<file path="src/rtl/nonrestoring_divider.sv">
// Sequential radix-2 non-restoring divider with start/done handshake.
// Signed mode works on magnitudes and re-applies the recorded signs at the end.
module nonrestoring_divider #(
  parameter int WIDTH  = 8,
  parameter int SIGNED = 1
) (
  input  logic             clk,
  input  logic             rst_n,
  input  logic             start,
  input  logic [WIDTH-1:0] dividend,
  input  logic [WIDTH-1:0] divisor,
  output logic [WIDTH-1:0] quotient,
  output logic [WIDTH-1:0] remainder,
  output logic             busy,
  output logic             done,
  output logic             div_zero,
  output logic             overflow
);

  localparam int CW = $clog2(WIDTH + 1);
  localparam logic [CW-1:0]    LAST_COUNT = CW'(WIDTH - 1);
  localparam logic [WIDTH-1:0] MOST_NEG   = {1'b1, {(WIDTH-1){1'b0}}};
  localparam logic [WIDTH-1:0] ALL_ONES   = {WIDTH{1'b1}};

  typedef enum logic [2:0] {
    S_IDLE    = 3'd0,
    S_LOAD    = 3'd1,
    S_ITER    = 3'd2,
    S_CORRECT = 3'd3,
    S_FINISH  = 3'd4
  } state_t;

  state_t                  state;
  logic [CW-1:0]           count;
  logic [WIDTH-1:0]        dvd_raw;
  logic [WIDTH-1:0]        dvs_raw;
  logic [WIDTH-1:0]        d_mag;
  logic [WIDTH-1:0]        q_acc;
  logic signed [WIDTH+1:0] r_acc;
  logic                    q_neg;
  logic                    r_neg;

  logic signed [WIDTH+1:0] d_ext;
  logic signed [WIDTH+1:0] r_shift;
  logic signed [WIDTH+1:0] r_next;
  logic signed [WIDTH+1:0] r_fix;

  // Magnitude as an unsigned WIDTH-bit value; the most-negative input maps to
  // 2^(WIDTH-1), which still fits because the result is treated as unsigned.
  function automatic logic [WIDTH-1:0] magnitude(input logic [WIDTH-1:0] x);
    if (SIGNED != 0 && x[WIDTH-1])
      magnitude = -x;
    else
      magnitude = x;
  endfunction

  function automatic logic [WIDTH-1:0] apply_sign(input logic [WIDTH-1:0] x,
                                                  input logic             neg);
    if (neg)
      apply_sign = -x;
    else
      apply_sign = x;
  endfunction

  function automatic logic is_negative(input logic [WIDTH-1:0] x);
    is_negative = (SIGNED != 0) && x[WIDTH-1];
  endfunction

  // Zero-extended divisor: the datapath never sign-extends a magnitude.
  always_comb begin
    d_ext   = $signed({2'b00, d_mag});
    r_shift = $signed({r_acc[WIDTH:0], q_acc[WIDTH-1]});
    if (r_acc[WIDTH+1])
      r_next = r_shift + d_ext;
    else
      r_next = r_shift - d_ext;
    if (r_acc[WIDTH+1])
      r_fix = r_acc + d_ext;
    else
      r_fix = r_acc;
  end

  always_ff @(posedge clk or negedge rst_n) begin
    if (!rst_n) begin
      state     <= S_IDLE;
      count     <= '0;
      dvd_raw   <= '0;
      dvs_raw   <= '0;
      d_mag     <= '0;
      q_acc     <= '0;
      r_acc     <= '0;
      q_neg     <= 1'b0;
      r_neg     <= 1'b0;
      quotient  <= '0;
      remainder <= '0;
      busy      <= 1'b0;
      done      <= 1'b0;
      div_zero  <= 1'b0;
      overflow  <= 1'b0;
    end else begin
      done <= 1'b0;
      case (state)
        S_IDLE: begin
          if (start) begin
            dvd_raw  <= dividend;
            dvs_raw  <= divisor;
            div_zero <= 1'b0;
            overflow <= 1'b0;
            busy     <= 1'b1;
            state    <= S_LOAD;
          end
        end

        S_LOAD: begin
          d_mag <= magnitude(dvs_raw);
          q_acc <= magnitude(dvd_raw);
          r_acc <= '0;
          q_neg <= is_negative(dvd_raw) ^ is_negative(dvs_raw);
          r_neg <= is_negative(dvd_raw);
          count <= '0;
          if (dvs_raw == '0)
            state <= S_FINISH;
          else
            state <= S_ITER;
        end

        S_ITER: begin
          r_acc <= r_next;
          q_acc <= {q_acc[WIDTH-2:0], ~r_next[WIDTH+1]};
          count <= count + 1'b1;
          if (count == LAST_COUNT)
            state <= S_CORRECT;
        end

        S_CORRECT: begin
          r_acc <= r_fix;
          state <= S_FINISH;
        end

        S_FINISH: begin
          if (dvs_raw == '0) begin
            quotient  <= ALL_ONES;
            remainder <= dvd_raw;
            div_zero  <= 1'b1;
            overflow  <= 1'b0;
          end else begin
            // most-negative / -1 wraps back to most-negative by plain negation
            quotient  <= apply_sign(q_acc, q_neg);
            remainder <= apply_sign(r_acc[WIDTH-1:0], r_neg);
            div_zero  <= 1'b0;
            overflow  <= (SIGNED != 0) && (dvd_raw == MOST_NEG) && (dvs_raw == ALL_ONES);
          end
          done  <= 1'b1;
          busy  <= 1'b0;
          state <= S_IDLE;
        end

        default: begin
          busy  <= 1'b0;
          state <= S_IDLE;
        end
      endcase
    end
  end

endmodule

</file>
<file path="config.mk">
export PLATFORM = sky130hd
export DESIGN_NAME = nonrestoring_divider
export DESIGN_NICKNAME = d
export VERILOG_FILES = /design/src/rtl/nonrestoring_divider.sv
export SDC_FILE = /design/constraint.sdc
export NUM_CORES = 1
export LEC_CHECK = 0
export ABC_AREA = 1
export CELL_PAD_IN_SITES_DETAIL_PLACEMENT = 2
export CELL_PAD_IN_SITES_GLOBAL_PLACEMENT = 2
export CORE_UTILIZATION = 37
export DETAILED_ROUTE_END_ITERATION = 6
export PLACE_DENSITY = 0.83
export SKIP_CTS_REPAIR_TIMING = 1
export SYNTH_ARGS = -nofsm -noshare
export SYNTH_HDL_FRONTEND = slang
export SYNTH_SLANG_ARGS = --single-unit
</file>
<file path="constraint.sdc">
create_clock -name clk -period 4.3 [get_ports clk]
set_input_delay 1.29 -clock clk [delete_from_list [all_inputs] [get_ports clk]]
set_output_delay 1.29 -clock clk [all_outputs]
set_load 0.005 [all_outputs]
</file>
==> results.txt, run 1 <==
Final hold vios -> 0
Worst-path fanout max -> 4
Critical Path RT -> 4.55 ns
Antenna violations before repair -> 0
Violated checks -> DRC
First-pass DRT Iterations -> 6
Clock skew -> 0.01087 ns
Clk sink count -> 71
Non-filler cells, final -> 767
Post-Syn Instances -> 580
Die Width -> 112.1 um
H-Tree Level Count -> 3
Routed len/inst -> 20.17 um
Relative slew margins -> 0.3555
Synthesized flop and latch total -> 71
CP Launch Point -> d_mag[0]
Number of core rows -> 39
Critical path capture point type -> flop
Unrepaired setup endpoints after global routing -> no
Max clock buf depth -> 2
Root Buffer -> clkbuf_16
Setup ws final -> 1.260 ns
Cts bufs inserted -> 9
PD cells -> 919.7 nW/um2
Final Setup Violations -> 0
Status -> finished with violations
Total Neg Setup Slack -> 0 ns
Ratio of final minimum period to clock period -> 0.7069
Reg2reg path depth -> 19
Slew @ Worst Pin -> 0.9636 ns
Fmax -> 329.0 MHz
Num ports -> 39
Synthesized Nets -> 625
Top_reg_cell synth -> dfrtp_1
RR Startpoint -> d_mag[0]
Residual DRC -> 1
Yosys warnings -> 0
Hpwl dp -> 11.51 mm
1st-iter DRT viols -> 170
# port buffers -> 38
End of the critical path -> q_acc[0]
Setup crit start kind -> flop
Antenna viol nets, final -> 0
Routability Congestion -> 0.8120
R2r endpoint -> q_acc[0]
Vias in the first global route -> 4678
Async SR Flop Fraction -> 1.000
Die Y-Extent -> 112.1 um
Yosys top cell area share -> 0.3959
Final wirelength -> 15.47 mm
Reg2reg setup slack -> 1.26 ns
Grt total ovfl -> 0
GRT Overall Usage -> 0.2661
Number of flops mapped to enable cells by yosys -> 0
Area contributors post-synth -> dfrtp_1, nand2_1, ha_1
Area Overhead vs Synth -> 18.62%
Share of cells above drive strength 1 -> 0.06891
Most frequent cells in the layout -> nand2_1, dfrtp_1, inv_1
Setup Crit Path Kind -> reg -> reg
Cell Count Post-Placement -> 752
Antenna cells -> 0
Worst VDD drop -> 507.0 uV
Most common cell after layout, fill and taps aside -> nand2_1
Period minus WS final -> 3.040 ns
Seq/Total Area, Yosys -> 0.3959
Vias per cell -> 5.502
Max Cap Violations -> 0
Clock transition at the registers of the reported paths -> 0.07 ns
Synth area leader -> dfrtp_1
Vias -> 4220
CTS tree -> done
Nets -> 665
Data arrival, critical path -> 3.29 ns
Largest net degree at the start of global routing -> 72
Distinct cells, synth -> 38
Post-place setup slack -> 1.104 ns
Syn Area/Cell -> 7.738 um2
HP Class -> reg -> reg
Die ar. -> 12570 um2
Mapped cell area -> 4488 um2
Pleak -> 2.569 nW
Max Slew Vio Count -> 0
Starting Density -> 0.3864
Area of the core -> 11610 um2
Clk_lat worst skew -> 0.36 ns
First-pass GRT wire length -> 25.57 mm
==> metrics by stage <==
stage | hold WS (ns) | cell area, um2 | utilization | total power [W]
2_1_floorplan | 0.4350 | 4488 | - | 0.003063
3_3_place_gp | 0.4509 | 4994 | 0.4300 | 0.003768
3_5_place_dp | 0.4694 | 4994 | 0.4300 | 0.004003
4_1_cts | 0.4890 | 5324 | 0.4584 | 0.004926
5_1_grt | 0.5158 | 5324 | 0.4584 | 0.005313
6_report | 0.4879 | 5324 | 0.4584 | 0.004896
==> synthesized netlist by cell type, drive strengths merged, types with 6 or more instances <==
cell and instances:
nand2 157, inv 75, dfrtp 71, o21ai 50
nor2 49, nand3 43, a21oi 32, ha 24
xor2 21, o211ai 10, buf 8, o221ai 8
nand4 6
==> kinds of logic after synthesis <==
group	after synthesis	share of synthesized area
AND/OR/NAND/NOR	263	0.2565
AO/OA/AOI/OAI	109	0.1458
buffers and inverters	85	0.07527
flip-flops	71	0.3959
XOR/XNOR	26	0.05074
adder cells (fa/ha/maj)	26	0.07583
==> final cells by class <==
class | count | area, um2
clock inverters | 4 | 77.57
repair buffers | 39 | 382.9
well taps | 143 | 178.9
fillers | 1352 | 6290
multi-input cells | 424 | 2374
flip-flops and latches | 71 | 1777
inverters | 75 | 281.5
clock buffers | 11 | 252.7
==> worst max-delay path, cell delays in order, from the launching register on <==
cell and delay, ns:
dfrtp_1 0.42, inv_1 0.15, ha_1 0.16, inv_1 0.05
nor2_1 0.16, inv_1 0.09, nor3_1 0.24, nand2_1 0.10
nand2_1 0.09, xnor2_1 0.09, ha_1 0.37, nand2_1 0.12
nor2_1 0.14, nand3_1 0.09, nand3_1 0.13, inv_1 0.06
nand2_1 0.07, nand3_1 0.20, nand2_1 0.16, nand2_1 0.06
==> flip-flops by register name (all words and copies together) (netlist names), 3 cells and up <==
register   count
quotient       8
dvs_raw        8
state          3
q_acc          8
d_mag          8
dvd_raw        8
remainder      8
count          4
r_acc         10
==> layer usage <==
metal	track usage	wire length, um	share of wire
met3	0.03780	538	0.035
met1	0.3496	7026	0.45
met2	0.4563	7653	0.49
met5	0	0	0
met4	0.07733	250	0.016
==> report_power, final <==
group / total, W / internal [W] / leakage [nW] / switching, W
clock network: 0.000853 / 0.000540 / 0.162 / 0.000313
logic: 0.00270 / 0.000970 / 1.52 / 0.00173
registers: 0.00134 / 0.000968 / 0.891 / 0.000377
==> how the worst min path moves through the flow <==
stage                           to  depth (start not counted)      from
after global placement    count[3]                          1  count[3]
after global routing      count[3]                          1  count[3]
after detailed placement  count[3]                          1  count[3]
after CTS                 count[3]                          1  count[3]
after floorplan           count[3]                          1  count[3]
final                     count[3]                          1  count[3]
Power figures use the tool's default switching activity.
==> inputs of run 2 (changes only) <==
--- a/config.mk
+++ b/config.mk
@@ -8,9 +8,9 @@
 export ABC_AREA = 1
 export CELL_PAD_IN_SITES_DETAIL_PLACEMENT = 2
 export CELL_PAD_IN_SITES_GLOBAL_PLACEMENT = 2
-export CORE_UTILIZATION = 37
+export CORE_UTILIZATION = 31
 export DETAILED_ROUTE_END_ITERATION = 6
-export PLACE_DENSITY = 0.83
+export PLACE_DENSITY = 0.74
 export SKIP_CTS_REPAIR_TIMING = 1
 export SYNTH_ARGS = -nofsm -noshare
 export SYNTH_HDL_FRONTEND = slang
==> constraint.sdc (replaced) <==
create_clock -name clk -period 2.7 [get_ports clk]
set_input_delay 0.81 -clock clk [delete_from_list [all_inputs] [get_ports clk]]
set_output_delay 0.81 -clock clk [all_outputs]
set_load 0.005 [all_outputs]
==> run 2 against run 1 <==
  * Worst hold slack got worse by 0.014 ns
  * Largest power group unchanged
  * Fmax increased by 23%
  * Non-clock buffer count increased by 10
  * Highest routed layer unchanged
  * Clock power increased by 40%
  * The run now ends clean
  * Flip-flop and latch count unchanged
==> results.txt, run 2 (synthesis results as in run 1) <==
Antenna violations before repair -> 0 (unchanged)
Die ar. -> 14960 um2 (was 12570 um2)
Antenna viol nets, final -> 0 (unchanged)
Clk_lat worst skew -> 0.35 ns (was 0.36 ns)
DP Area -> 5105 um2 (was 4994 um2)
Status -> completed (was finished with violations)
Vias -> 4146 (was 4220)
Worst VDD drop -> 436.3 uV (was 507.0 uV)
Post-place setup slack -> 0.09857 ns (was 1.104 ns)
H-Tree Level Count -> 3 (unchanged)
CP Cell Sequence -> buf_4 > nor2_1 > nand3_1 > nand2_1 > o21ai_0 > xor2_1 > inv_1 > ha_1 > nand2_1 > nor2_2 > nand3_1 > nand3_2 > inv_1 > nand2_1 > nand3_1 > nand2_1 > nand2_1 (was inv_1 > ha_1 > inv_1 > nor2_1 > inv_1 > nor3_1 > nand2_1 > nand2_1 > xnor2_1 > ha_1 > nand2_1 > nor2_1 > nand3_1 > nand3_1 > inv_1 > nand2_1 > nand3_1 > nand2_1 > nand2_1)
Max Slew Vio Count -> 0 (unchanged)
Die Width -> 122.3 um (was 112.1 um)
Period minus WS final -> 2.470 ns (was 3.040 ns)
Ratio of final minimum period to clock period -> 0.9149 (was 0.7069)
Grt total ovfl -> 0 (unchanged)
1st-iter DRT viols -> 138 (was 170)
Most common cell after layout, fill and taps aside -> nand2_1 (unchanged)
# port buffers -> 38 (unchanged)
Max Cap Violations -> 0 (unchanged)
Critical path capture point type -> flop (unchanged)
Cts bufs inserted -> 9 (unchanged)
Data arrival, critical path -> 2.70 ns (was 3.29 ns)
Total Neg Setup Slack -> 0 ns (unchanged)
Final wirelength -> 14.81 mm (was 15.47 mm)
Share of cells above drive strength 1 -> 0.1008 (was 0.06891)
Met2 Resource Use GR -> 0.3627 (was 0.4563)
Most frequent cells in the layout -> nand2_1, dfrtp_1, inv_1 (unchanged)
Number of core rows -> 43 (was 39)
Final Setup Violations -> 0 (unchanged)
PD cells -> 1415 nW/um2 (was 919.7 nW/um2)
First-pass DRT Iterations -> 6 (unchanged)
Final instance area -> 5449 um2 (was 5324 um2)
Combined area of the multi-input logic cells -> 2402 um2 (was 2374 um2)
Max reg flops -> 10 (unchanged)
Critical Path RT -> 2.93 ns (was 4.55 ns)
Nets -> 675 (was 665)
Gr busiest metal -> met2 (unchanged)
Clock transition at the registers of the reported paths -> 0.06 ns (was 0.07 ns)
Starting Density -> 0.3208 (was 0.3864)
Non-filler cells, final -> 815 (was 767)
GR Layer Usage met1 -> 0.2797 (was 0.3496)
Cell Count Post-Placement -> 796 (was 752)
Residual DRC -> 0 (was 1)
Fillers -> 1672 (was 1352)
GRT Overall Usage -> 0.2146 (was 0.2661)
CTS tree -> done (unchanged)
Fmax -> 404.8 MHz (was 329.0 MHz)
Routed len/inst -> 18.17 um (was 20.17 um)
First-pass GRT wire length -> 24.15 mm (was 25.57 mm)
Die Y-Extent -> 122.3 um (was 112.1 um)
Largest net degree at the start of global routing -> 72 (unchanged)
Clock skew -> 0.006793 ns (was 0.01087 ns)
Cell mode on critical path -> nand2_1 (unchanged)
Vias in the first global route -> 4461 (was 4678)
Worst-path fanout max -> 5 (was 4)
Num ports -> 39 (unchanged)
Final hold vios -> 0 (unchanged)
CP peak stage delay -> 0.40 ns (was 0.42 ns)
Relative slew margins -> 0.6555 (was 0.3555)
Routing usage on met3 -> 0.03764 (was 0.03780)
Setup ws final -> 0.2298 ns (was 1.260 ns)
Antenna cells -> 0 (unchanged)
Slew @ Worst Pin -> 0.5113 ns (was 0.9636 ns)
Routability Congestion -> 0.8709 (was 0.8120)
Slowest CP cell -> dfrtp_2 (was dfrtp_1)
Clk sink count -> 71 (unchanged)
Area Overhead vs Synth -> 21.41% (was 18.62%)
Setup crit start kind -> flop (unchanged)
Area of the core -> 13990 um2 (was 11610 um2)
Setup Crit Path Kind -> reg -> reg (unchanged)
Vias per cell -> 5.087 (was 5.502)
Register area -> 1779 um2 (was 1777 um2)
HP Class -> reg -> reg (unchanged)
Most flops, register -> r_acc (unchanged)
Root Buffer -> clkbuf_16 (unchanged)
Max clock buf depth -> 2 (unchanged)
Pleak -> 2.606 nW (was 2.569 nW)
Hpwl dp -> 11.38 mm (was 11.51 mm)
## run 2: layout make-up
cell class | instances | area share
Sequential cell | 71 | 0.3265
Inverter | 75 | 0.05166
Clock buffer | 10 | 0.04202
Timing Repair Buffer | 49 | 0.08634
Multi-Input combinational cell | 424 | 0.4409
Clock inverter | 6 | 0.01125
Tap cell | 180 | 0.04133
## run 2: routing by layer
layer	up-vias	part of all wire
li1	2003	-
met1	2088	0.47
met2	43	0.50
met3	12	0.023
met4	0	0.014
met5	-	0
## run 2: through the flow
stage / utilization / total power, W / hold slack (ns)
3_5_place_dp: 0.3649 / 0.006419 / 0.4695
3_3_place_gp: 0.3649 / 0.006157 / 0.4584
6_report: 0.3895 / 0.007708 / 0.4743
2_1_floorplan: - / 0.004878 / 0.4350
4_1_cts: 0.3857 / 0.007699 / 0.4770
5_1_grt: 0.3895 / 0.008432 / 0.4998
## run 2: worst max-delay path, delay by kind of cell, from the launching register on
| kind | cells | cell delay [ns] |
|---|---|---|
| compound gates | 1 | 0.13 |
| xor+xnor | 1 | 0.15 |
| fa+ha+maj | 1 | 0.33 |
| simple gates | 11 | 1.10 |
| flops | 1 | 0.40 |
| buf+inv | 3 | 0.25 |
## run 2: path summary, 6_finish.rpt
path	startpoint	end	slack, ns	cells past startpoint
min in group asynchronous	rst_n	quotient[0]	0.50	2
worst min register to register	count[3]	count[3]	0.47	1
max in group asynchronous	rst_n	d_mag[1]	1.86	2
worst min-delay path	count[3]	count[3]	0.47	1
worst max register to register	d_mag[1]	q_acc[0]	0.23	17
worst max-delay path	d_mag[1]	q_acc[0]	0.23	17
## run 2: power breakdown
group	total, W	internal (W)	switching (W)
clock	0.00119	0.000712	0.000482
sequential	0.00210	0.00154	0.000558
combinational	0.00441	0.00165	0.00277
==> inputs of run 3 (changes only) <==
--- a/config.mk
+++ b/config.mk
@@ -8,9 +8,9 @@
 export ABC_AREA = 1
 export CELL_PAD_IN_SITES_DETAIL_PLACEMENT = 2
 export CELL_PAD_IN_SITES_GLOBAL_PLACEMENT = 2
-export CORE_UTILIZATION = 31
+export CORE_UTILIZATION = 37
 export DETAILED_ROUTE_END_ITERATION = 6
-export PLACE_DENSITY = 0.74
+export PLACE_DENSITY = 0.83
 export SKIP_CTS_REPAIR_TIMING = 1
 export SYNTH_ARGS = -nofsm -noshare
 export SYNTH_HDL_FRONTEND = slang
==> constraint.sdc (replaced) <==
create_clock -name clk -period 2.9 [get_ports clk]
set_input_delay 0.87 -clock clk [delete_from_list [all_inputs] [get_ports clk]]
set_output_delay 0.87 -clock clk [all_outputs]
set_load 0.005 [all_outputs]
==> run 3 against run 2 <==
  * The flow now finishes with violations (DRC)
  * Fmax decreased by 4.2%
  * Via count increased by 3.6%
  * Clock power increased by 13%
  * Largest power group unchanged
  * Highest routed layer unchanged
  * Sequential power decreased by 4%
  * Power decreased by 3.1%
  * Critical path type unchanged
  * Critical path depth decreased by 2
  * Combinational power decreased by 6.8%
  * Non-clock buffer count decreased by 7
==> results.txt, run 3 (synthesis results as in run 1) <==
Antenna viol nets, final -> 0 (unchanged)
Total Neg Setup Slack -> 0 ns (unchanged)
Combinational Power Share -> 0.551 (was 0.572)
Die Y-Extent -> 112.1 um (was 122.3 um)
Clock power frac -> 0.181 (was 0.155)
Overall power -> 0.007472 W (was 0.007708 W)
Period minus WS final -> 2.578 ns (was 2.470 ns)
Clk sink count -> 71 (unchanged)
Vias in the first global route -> 4646 (was 4461)
Fmax -> 387.9 MHz (was 404.8 MHz)
Cts bufs inserted -> 9 (unchanged)
Data arrival, critical path -> 2.83 ns (was 2.70 ns)
Max Cap Violations -> 0 (unchanged)
Clock skew -> 0.01041 ns (was 0.006793 ns)
Largest net degree at the start of global routing -> 54 (was 72)
Clock transition at the registers of the reported paths -> 0.07 ns (was 0.06 ns)
Number of core rows -> 39 (was 43)
Grt total ovfl -> 0 (unchanged)
Relative slew margins -> 0.6525 (was 0.6555)
Root Buffer -> clkbuf_16 (unchanged)
Worst-path fanout max -> 7 (was 5)
Switch share -> 0.4949 (was 0.4936)
Max clock buf depth -> 2 (unchanged)
Antenna violations before repair -> 0 (unchanged)
Most frequent cells in the layout -> nand2_1, dfrtp_1, inv_1 (unchanged)
H-Tree Level Count -> 3 (unchanged)
Hpwl dp -> 11.77 mm (was 11.38 mm)
Ratio of final minimum period to clock period -> 0.8889 (was 0.9149)
Area Overhead vs Synth -> 20.32% (was 21.41%)
Nets -> 668 (was 675)
DP Area -> 5029 um2 (was 5105 um2)
Vias per cell -> 5.573 (was 5.087)
Routability Congestion -> 0.8559 (was 0.8709)
Share of cells above drive strength 1 -> 0.08599 (was 0.1008)
Clk_lat worst skew -> 0.35 ns (about the same)
Final instance area -> 5400 um2 (was 5449 um2)
Unrepaired setup endpoints after global routing -> no
Slew @ Worst Pin -> 0.5200 ns (was 0.5113 ns)
Final wirelength -> 16.08 mm (was 14.81 mm)
Routed len/inst -> 20.86 um (was 18.17 um)
Residual DRC -> 1 (was 0)
Final Setup Violations -> 0 (unchanged)
Area of the core -> 11610 um2 (was 13990 um2)
Pleak -> 2.595 nW (was 2.606 nW)
Setup crit start kind -> flop (unchanged)
First-pass DRT Iterations -> 6 (unchanged)
Setup Crit Path Kind -> reg -> reg (unchanged)
Fillers -> 1351 (was 1672)
Status -> finished with violations (was completed)
Antenna cells -> 0 (unchanged)
PD cells -> 1384 nW/um2 (was 1415 nW/um2)
Die ar. -> 12570 um2 (was 14960 um2)
NetSw -> 0.003698 W (was 0.003805 W)
Max Slew Vio Count -> 0 (unchanged)
Vias -> 4297 (was 4146)
Max reg flops -> 10 (unchanged)
Critical path capture point type -> flop (unchanged)
Pint -> 0.003774 W (was 0.003903 W)
Most flops, register -> r_acc (unchanged)
GRT Overall Usage -> 0.2719 (was 0.2146)
Starting Density -> 0.3864 (was 0.3208)
Final hold slack -> 0.4866 ns (was 0.4743 ns)
HP Class -> in -> async (was reg -> reg)
Final hold vios -> 0 (unchanged)
Sequential share of power -> 0.268 (was 0.273)
1st-iter DRT viols -> 183 (was 138)
Num ports -> 39 (unchanged)
Die Width -> 112.1 um (was 122.3 um)
# port buffers -> 38 (unchanged)
Violated checks -> DRC
Critical Path RT -> 3.15 ns (was 2.93 ns)
CTS tree -> done (unchanged)
First-pass GRT wire length -> 25.88 mm (was 24.15 mm)
Most common cell after layout, fill and taps aside -> nand2_1 (unchanged)
Worst VDD drop -> 465.4 uV (was 436.3 uV)
-- run 3: layer usage --
| metal | vias up | wire length [um] | global-route usage |
|---|---|---|---|
| li1 | 1990 | - | - |
| met1 | 2199 | 7067 | 0.3449 |
| met2 | 78 | 8183 | 0.4725 |
| met3 | 30 | 484 | 0.03888 |
| met4 | 0 | 345 | 0.09778 |
| met5 | - | 0 | 0 |
-- run 3: final cells by class --
| class | count | area, um2 | area share |
|---|---|---|---|
| multi-input cells | 424 | 2390 | 0.4425 |
| inverters | 75 | 281.5 | 0.05213 |
| clock buffers | 10 | 239.0 | 0.04425 |
| clock inverters | 6 | 115.1 | 0.02132 |
| flip-flops and latches | 71 | 1778 | 0.3292 |
| well taps | 143 | 178.9 | 0.03313 |
| repair buffers | 42 | 417.9 | 0.07739 |
-- run 3: critical path: stages (launching register included) --
cell     delay, ns
dfrtp_1       0.47
inv_1         0.30
nand2_1       0.21
o21ai_0       0.14
xor2_1        0.18
inv_1         0.07
ha_1          0.34
nand2_1       0.10
nor2_2        0.13
nand3_1       0.08
nand3_1       0.12
inv_1         0.05
nand2_1       0.06
nand3_1       0.10
nand2_1       0.08
nand2_1       0.05
-- run 3: metrics by stage --
stage,setup WS (ns),util,instances
after global routing,0.03133,0.4650,771
after CTS,0.1243,0.4635,771
after global placement,0.4698,0.4330,755
final,0.3222,0.4650,771
after detailed placement,0.2065,0.4330,755
after floorplan,0.6808,-,580
-- run 3: power groups by stage --
| stage | Sequential, W | Combinational, W | Clock [W] |
|---|---|---|---|
| after floorplan | 0.00178 | 0.00276 | 0 |
| after global placement | 0.00195 | 0.00373 | 0 |
| after detailed placement | 0.00200 | 0.00399 | 0 |
| after CTS | 0.00199 | 0.00411 | 0.00137 |
| after global routing | 0.00206 | 0.00460 | 0.00140 |
| final | 0.00201 | 0.00411 | 0.00135 |
-- run 3: final timing paths --
kind | start | to | slack (ns) | depth (start not counted)
worst min-delay path | rst_n | count[2] | 0.49 | 1
worst min register to register | count[3] | count[3] | 0.49 | 1
min in group clk | count[3] | count[3] | 0.49 | 1
max in group asynchronous | rst_n | d_mag[1] | 1.71 | 2
worst max-delay path | r_acc[9] | q_acc[0] | 0.32 | 15
worst max register to register | r_acc[9] | q_acc[0] | 0.32 | 15
